<file path="src/rtl/calib_seq_pkg.sv">
// calib_seq_pkg: shared types and constants for the calibration sequencer.
// State encoding is one-hot so the triplicated copies can be bitwise voted.
package calib_seq_pkg;

    localparam int CNT_W_DEF = 16;
    localparam int LAT_W_DEF = 12;
    localparam int GAP_W     = 16;
    localparam int WID_W     = 3;

    localparam logic MODE_INJ = 1'b0;
    localparam logic MODE_PLS = 1'b1;

    typedef enum logic [4:0] {
        S_IDLE = 5'b00001,
        S_FIRE = 5'b00010,
        S_WAIT = 5'b00100,
        S_GAP  = 5'b01000,
        S_DONE = 5'b10000
    } state_t;

    // Bitwise 2-of-3 majority over one-hot state copies
    function automatic logic [4:0] vote3(
        input logic [4:0] a,
        input logic [4:0] b,
        input logic [4:0] c
    );
        return (a & b) | (a & c) | (b & c);
    endfunction

endpackage

</file>
<file path="src/rtl/calib_seq_tmr.sv">
// calib_seq_tmr: loadable down-counter with zero flag, optionally triplicated.
// Used for both the strobe-width and the inter-pulse gap dwell.
module calib_seq_tmr
    import calib_seq_pkg::*;
#(
    parameter int W   = GAP_W,
    parameter int TMR = 0
) (
    input  logic         clk,
    input  logic         rst,
    input  logic         load,
    input  logic [W-1:0] load_val,
    input  logic         dec,
    output logic         zero
);

    localparam int NR = (TMR != 0) ? 3 : 1;

    logic [W-1:0] cnt_q [NR];
    logic [W-1:0] cur;
    logic [W-1:0] nxt;

    generate
        if (TMR != 0) begin : g_vote
            assign cur = (cnt_q[0] & cnt_q[1])
                       | (cnt_q[0] & cnt_q[2])
                       | (cnt_q[1] & cnt_q[2]);
        end else begin : g_plain
            assign cur = cnt_q[0];
        end
    endgenerate

    assign zero = (cur == '0);

    // Next count: load wins, otherwise count down and stop at zero
    always_comb begin
        nxt = cur;
        if (load) begin
            nxt = load_val;
        end else if (dec && !zero) begin
            nxt = cur - 1'b1;
        end
    end

    // Every copy takes the voted next value, so a single upset heals itself
    always_ff @(posedge clk or posedge rst) begin
        if (rst) begin
            for (int i = 0; i < NR; i++) begin
                cnt_q[i] <= '0;
            end
        end else begin
            for (int i = 0; i < NR; i++) begin
                cnt_q[i] <= nxt;
            end
        end
    end

endmodule

</file>
<file path="src/rtl/calib_seq.sv">
// calib_seq: issues FINJ/FPLS strobe trains and measures the latency of
// each returning CAL_GTRG, flagging timeouts and unexpected responses.
module calib_seq
    import calib_seq_pkg::*;
#(
    parameter int TMR   = 0,
    parameter int CNT_W = CNT_W_DEF,
    parameter int LAT_W = LAT_W_DEF
) (
    input  logic             CLKCMS,
    input  logic             RST,
    input  logic             START,
    input  logic             ABORT,
    input  logic             MODE,
    input  logic [CNT_W-1:0] NPULSE,
    input  logic [WID_W-1:0] WIDTH,
    input  logic [GAP_W-1:0] GAP,
    input  logic [LAT_W-1:0] TIMEOUT,
    input  logic             CAL_GTRG,
    output logic             FINJ,
    output logic             FPLS,
    output logic             BUSY,
    output logic             DONE,
    output logic [CNT_W-1:0] PCNT,
    output logic [CNT_W-1:0] RCNT,
    output logic [LAT_W-1:0] LAT,
    output logic             ERR_TO,
    output logic             ERR_EXTRA
);

    localparam int NR = (TMR != 0) ? 3 : 1;

    state_t             st_q [NR];
    state_t             state;

    logic               gtrg_q;
    logic               gedge;
    logic               finj_q;
    logic               fpls_q;
    logic               done_q;
    logic [CNT_W-1:0]   pcnt_q;
    logic [CNT_W-1:0]   rcnt_q;
    logic [LAT_W-1:0]   lat_q;
    logic [LAT_W-1:0]   lat_cnt;
    logic               err_to_q;
    logic               err_extra_q;

    logic               mode_q;
    logic [CNT_W-1:0]   npulse_q;
    logic [WID_W-1:0]   width_q;
    logic [GAP_W-1:0]   gap_q;
    logic [LAT_W-1:0]   timeout_q;

    logic               cnt_load;
    logic [GAP_W-1:0]   cnt_val;
    logic               cnt_dec;
    logic               cnt_zero;
    logic               resp_end;

    generate
        if (TMR != 0) begin : g_vote
            assign state = state_t'(vote3(st_q[0], st_q[1], st_q[2]));
        end else begin : g_plain
            assign state = st_q[0];
        end
    endgenerate

    assign gedge    = CAL_GTRG & ~gtrg_q;
    assign resp_end = gedge || (lat_cnt >= timeout_q);

    assign FINJ      = finj_q;
    assign FPLS      = fpls_q;
    assign BUSY      = (state != S_IDLE);
    assign DONE      = done_q;
    assign PCNT      = pcnt_q;
    assign RCNT      = rcnt_q;
    assign LAT       = lat_q;
    assign ERR_TO    = err_to_q;
    assign ERR_EXTRA = err_extra_q;

    // Dwell counter control: load width on strobe start, gap after a wait
    always_comb begin
        cnt_load = 1'b0;
        cnt_val  = GAP_W'(WIDTH);
        cnt_dec  = 1'b0;
        case (state)
            S_IDLE: begin
                cnt_load = START && (NPULSE != '0);
            end
            S_FIRE: begin
                cnt_dec = 1'b1;
            end
            S_WAIT: begin
                cnt_load = resp_end;
                cnt_val  = gap_q;
            end
            S_GAP: begin
                cnt_dec  = 1'b1;
                cnt_load = cnt_zero && (pcnt_q != npulse_q);
                cnt_val  = GAP_W'(width_q);
            end
            default: begin
                cnt_load = 1'b0;
            end
        endcase
    end

    calib_seq_tmr #(
        .W   (GAP_W),
        .TMR (TMR)
    ) u_dwell (
        .clk      (CLKCMS),
        .rst      (RST),
        .load     (cnt_load),
        .load_val (cnt_val),
        .dec      (cnt_dec),
        .zero     (cnt_zero)
    );

    // Sequencer: state, strobes, latency counter, counts and error flags
    always_ff @(posedge CLKCMS or posedge RST) begin
        if (RST) begin
            st_q        <= '{default: S_IDLE};
            gtrg_q      <= 1'b0;
            finj_q      <= 1'b0;
            fpls_q      <= 1'b0;
            done_q      <= 1'b0;
            pcnt_q      <= '0;
            rcnt_q      <= '0;
            lat_q       <= '0;
            lat_cnt     <= '0;
            err_to_q    <= 1'b0;
            err_extra_q <= 1'b0;
            mode_q      <= MODE_INJ;
            npulse_q    <= '0;
            width_q     <= '0;
            gap_q       <= '0;
            timeout_q   <= '0;
        end else begin
            gtrg_q <= CAL_GTRG;
            done_q <= 1'b0;
            if (lat_cnt != '1) begin
                lat_cnt <= lat_cnt + 1'b1;
            end
            if (gedge && state != S_IDLE && state != S_WAIT) begin
                err_extra_q <= 1'b1;
            end
            if (ABORT) begin
                st_q   <= '{default: S_IDLE};
                finj_q <= 1'b0;
                fpls_q <= 1'b0;
            end else begin
                case (state)
                    S_IDLE: begin
                        if (START && NPULSE != '0) begin
                            mode_q      <= MODE;
                            npulse_q    <= NPULSE;
                            width_q     <= WIDTH;
                            gap_q       <= GAP;
                            timeout_q   <= TIMEOUT;
                            pcnt_q      <= CNT_W'(1);
                            rcnt_q      <= '0;
                            lat_q       <= '0;
                            lat_cnt     <= '0;
                            err_to_q    <= 1'b0;
                            err_extra_q <= 1'b0;
                            finj_q      <= (MODE == MODE_INJ);
                            fpls_q      <= (MODE == MODE_PLS);
                            st_q        <= '{default: S_FIRE};
                        end else if (START) begin
                            done_q <= 1'b1;
                        end
                    end
                    S_FIRE: begin
                        if (cnt_zero) begin
                            finj_q <= 1'b0;
                            fpls_q <= 1'b0;
                            st_q   <= '{default: S_WAIT};
                        end
                    end
                    S_WAIT: begin
                        if (gedge) begin
                            lat_q  <= lat_cnt;
                            rcnt_q <= rcnt_q + 1'b1;
                            st_q   <= '{default: S_GAP};
                        end else if (resp_end) begin
                            err_to_q <= 1'b1;
                            st_q     <= '{default: S_GAP};
                        end
                    end
                    S_GAP: begin
                        if (cnt_zero && pcnt_q == npulse_q) begin
                            done_q <= 1'b1;
                            st_q   <= '{default: S_DONE};
                        end else if (cnt_zero) begin
                            pcnt_q  <= pcnt_q + 1'b1;
                            lat_cnt <= '0;
                            finj_q  <= (mode_q == MODE_INJ);
                            fpls_q  <= (mode_q == MODE_PLS);
                            st_q    <= '{default: S_FIRE};
                        end
                    end
                    S_DONE: begin
                        st_q <= '{default: S_IDLE};
                    end
                    default: begin
                        finj_q <= 1'b0;
                        fpls_q <= 1'b0;
                        st_q   <= '{default: S_IDLE};
                    end
                endcase
            end
        end
    end

endmodule
</file>
<file path="config.mk">
export PLATFORM = sky130hd
export DESIGN_NAME = calib_seq
export DESIGN_NICKNAME = d
export VERILOG_FILES = /design/src/rtl/calib_seq_pkg.sv /design/src/rtl/calib_seq_tmr.sv /design/src/rtl/calib_seq.sv
export SDC_FILE = /design/constraint.sdc
export NUM_CORES = 1
export LEC_CHECK = 0
export CAP_MARGIN = 20
export CELL_PAD_IN_SITES_DETAIL_PLACEMENT = 2
export CELL_PAD_IN_SITES_GLOBAL_PLACEMENT = 2
export CORE_MARGIN = 2
export CORE_UTILIZATION = 34
export CTS_CLUSTER_SIZE = 24
export DETAILED_ROUTE_END_ITERATION = 6
export PLACE_DENSITY_LB_ADDON = 0.1
export REMOVE_ABC_BUFFERS = 1
export SLEW_MARGIN = 10
export SYNTH_ARGS = -nofsm -noshare
export SYNTH_HDL_FRONTEND = slang
export SYNTH_HIERARCHICAL = 1
export SYNTH_SLANG_ARGS = --single-unit
</file>
<file path="constraint.sdc">
create_clock -name CLKCMS -period 5.3 [get_ports CLKCMS]
set_clock_uncertainty 0.2 [all_clocks]
set_input_delay 0.795 -clock CLKCMS [delete_from_list [all_inputs] [get_ports CLKCMS]]
set_output_delay 0.795 -clock CLKCMS [all_outputs]
set_load 0.05 [all_outputs]
</file>
==> metrics.txt <==
die area approximately 22000 µm²; leading cell type in the layout, fill and taps excluded nand2_1; Final Hold Vio Count 0; Critical Path AT approximately 4000 ps; CTS Root Cell clkbuf_16; vias in the first global route 6828; CTS tree yes; Post-route DRC 0; Unique masters post-synth 67; Critical Path Fanout Max 28; Gate Count Post-Synth around 750; crit path capture type flop; initial antenna violation count 0; WP data required around 5400 ps; nets@finish between 900 and 1k; top_reg_cell synth dfrtp_1; count of max-cap constraint violations 0; Post-CTS Resized 0; fraction of layout cells with a size suffix above 1 0.0880; H-tree lvl count 4; worst reg2reg startpoint u_dwell/cnt_q[0]; estimated wirelength of the detail-placed design between 15000 and 20000 µm; port buffer count around 100; Peak VDD IR about 0.19 mV; Critical-path top delay cell a21o_1; CTS buffer count 17; routed len/inst just under 20 µm; clock latency on the worst-skew pair between 400 and 500 ps; ant diodes 0; status finished clean; Ys Warns 6; number of synthesized register bits approximately 130; post-DR vias/cell between 5 and 6; WS Path Type flop to flop; Fillers ~2.2k; final RePlAce weighted congestion between 0.7 and 0.8; WL final between 20000 and 25000 µm; Pre-antenna DRT Iters 4; Area Growth Syn to Fin 27.1%; largest net degree at the start of global routing 64; Slew @ Worst Pin ~1100 ps; worst hold path depth 2; pre-CTS WS 1540 ps; initial core utilization 0.344; syn_area_per_cell roughly 9.3 µm²; FF+latch area 3280 µm²; GRT Overall Usage 0.214; CTS Hold Bufs 0; setup TNS 0 ps; buffer count from post-CTS setup fixing 0; clock slew at reported path FFs around 60 ps; die extent in x approximately 150 µm; RSZ-0062 raised after global routing no; Multi-input gate area roughly 3300 µm²; Ports 103; EDFF count, synth 0; Leak just under 4 nW; Worst setup SP type flop; Post-synth ARST share 1.00; gr ovfl total 0; Reg2Reg Depth 10; Cell Chain, Critical Path inv_1, ha_1, nor4b_1, nand4_4, inv_2, inv_1, nor3_2, a21o_1, a31oi_1, a41o_1; post-synthesis sequential area ratio 0.472; Core Box Area about 20000 µm²; Final period util 0.726; Final Max Slew Viols 0; reg-to-reg slack, setup 1450 ps; most used cell, CP inv_1; Hold WC Path Type flop to flop; final setup violating endpoints 0; routed vias 5993; Slew Limit Headroom 0.281; HP Start gap_q[14]; most frequent cells in the layout nand2_1, dfrtp_1, clkdlybuf4s50_1; Worst R2R End PCNT[11]; minimum clock period slightly below 4000 ps; first-pass GRT wire length between 30000 and 40000 µm; Peak Freq between 200 and 300 MHz; power per cell area 366 nW/µm²; final setup margin about 1500 ps; drt initial violations between 200 and 250; Detail Route Antenna Nets 0; synthesized cell area 6950 µm²; Rows 52; Die Y-Extent 147 µm; # clock sinks approximately 130; CP max stage delay around 900 ps; Hold EP gap_q[14]; clk buf depth 2
==> metal layers <==
metal / up-vias / track usage / routed length (µm) / part of all wire
met3: 23 / 0.0385 / 665 / 0.030
met5: - / 0 / 0 / 0
met4: 0 / 0.0601 / 329 / 0.015
li1: 2795 / - / - / -
met2: 82 / 0.378 / 11200 / 0.51
met1: 3093 / 0.270 / 9750 / 0.44
==> critical path: cells and delay by family, from the launching register on <==
family,cells,cell delay [ps]
adders and majority gates,1,230
buffers and inverters,3,490
AOI/OAI and AO/OA,3,1350
and+or+nand+nor,3,1060
DFF,1,410
==> cell type report <==
| cell class | instances | area share |
|---|---|---|
| multi-input combinational | 545 | 0.378 |
| sequential | 131 | 0.371 |
| timing repair buffer | 112 | 0.126 |
| clock buffer | 20 | 0.0528 |
| tap | 270 | 0.0382 |
| clock inverter | 12 | 0.0201 |
| inverter | 32 | 0.0139 |
==> power by group <==
| group | internal (W) | switching (W) |
|---|---|---|
| Combinational | 0.000250 | 0.000372 |
| Sequential | 0.00116 | 0.000152 |
| Clock | 0.000825 | 0.000474 |
| Total | 0.00223 | 0.000999 |
==> flip-flops by register name (all words and copies together) (netlist names), 3 cells and up <==
name,cells
LAT,12
u_dwell/cnt_q,16
gap_q,16
timeout_q,12
npulse_q,16
width_q,3
st_q,5
lat_cnt,12
PCNT,16
RCNT,16
==> stage by stage <==
step	cell area, µm²	hold WS [ps]	total power (W)	cells	utilization
global placement	8190	258	0.00190	1090	0.406
finish	8830	271	0.00323	1122	0.438
detailed placement	8190	258	0.00195	1090	0.406
floorplan	6740	237	0.00169	708	-
CTS	8830	272	0.00327	1122	0.438
global route	8830	273	0.00341	1122	0.438
==> worst max-delay path by stage <==
stage / start / endpoint / cells past startpoint / slack, ps
final: u_dwell/cnt_q[0] / PCNT[11] / 10 / 1450
after global routing: u_dwell/cnt_q[0] / PCNT[11] / 10 / 1210
after CTS: u_dwell/cnt_q[0] / PCNT[11] / 10 / 1450
after detailed placement: u_dwell/cnt_q[0] / PCNT[11] / 10 / 1540
after global placement: u_dwell/cnt_q[0] / PCNT[6] / 10 / 1690
after floorplan: RST / DONE / 1 / 1260
==> Yosys cell counts (5+ instances only) <==
cell	n	share of area
o21ai_0	24	0.017
clkbuf_1	16	0.0086
inv_1	29	0.016
nor4_1	12	0.011
and2_1	18	0.016
nor4_2	13	0.023
o31ai_1	5	0.0054
a41o_1	5	0.0072
nand4_1	21	0.019
ha_1	16	0.029
dfrtp_1	130	0.47
xor2_1	23	0.029
or3_1	5	0.0045
a21oi_1	14	0.010
xnor2_1	17	0.021
buf_6	7	0.011
nor2_1	49	0.026
a22o_1	14	0.018
and3_1	12	0.011
mux2i_1	5	0.0072
a211oi_1	5	0.0054
a21o_1	8	0.0086
and4_1	7	0.0088
nand2b_1	5	0.0045
a31oi_1	13	0.012
nand3_1	24	0.017
or4_1	9	0.0097
nor3_1	9	0.0065
nand2_1	164	0.089
buf_2	12	0.0086
==> logic make-up (layout without fill, tap and decap cells) <==
logic type / after synthesis / after routing / synth area share
compound gates: 115 / 115 / 0.116
xor+xnor: 40 / 40 / 0.0504
fa+ha+maj: 16 / 16 / 0.0288
buf+inv: 69 / 176 / 0.0475
flops: 131 / 131 / 0.472
mux: 8 / 8 / 0.0121
simple gates: 366 / 366 / 0.273
Power figures use the tool's default switching activity.
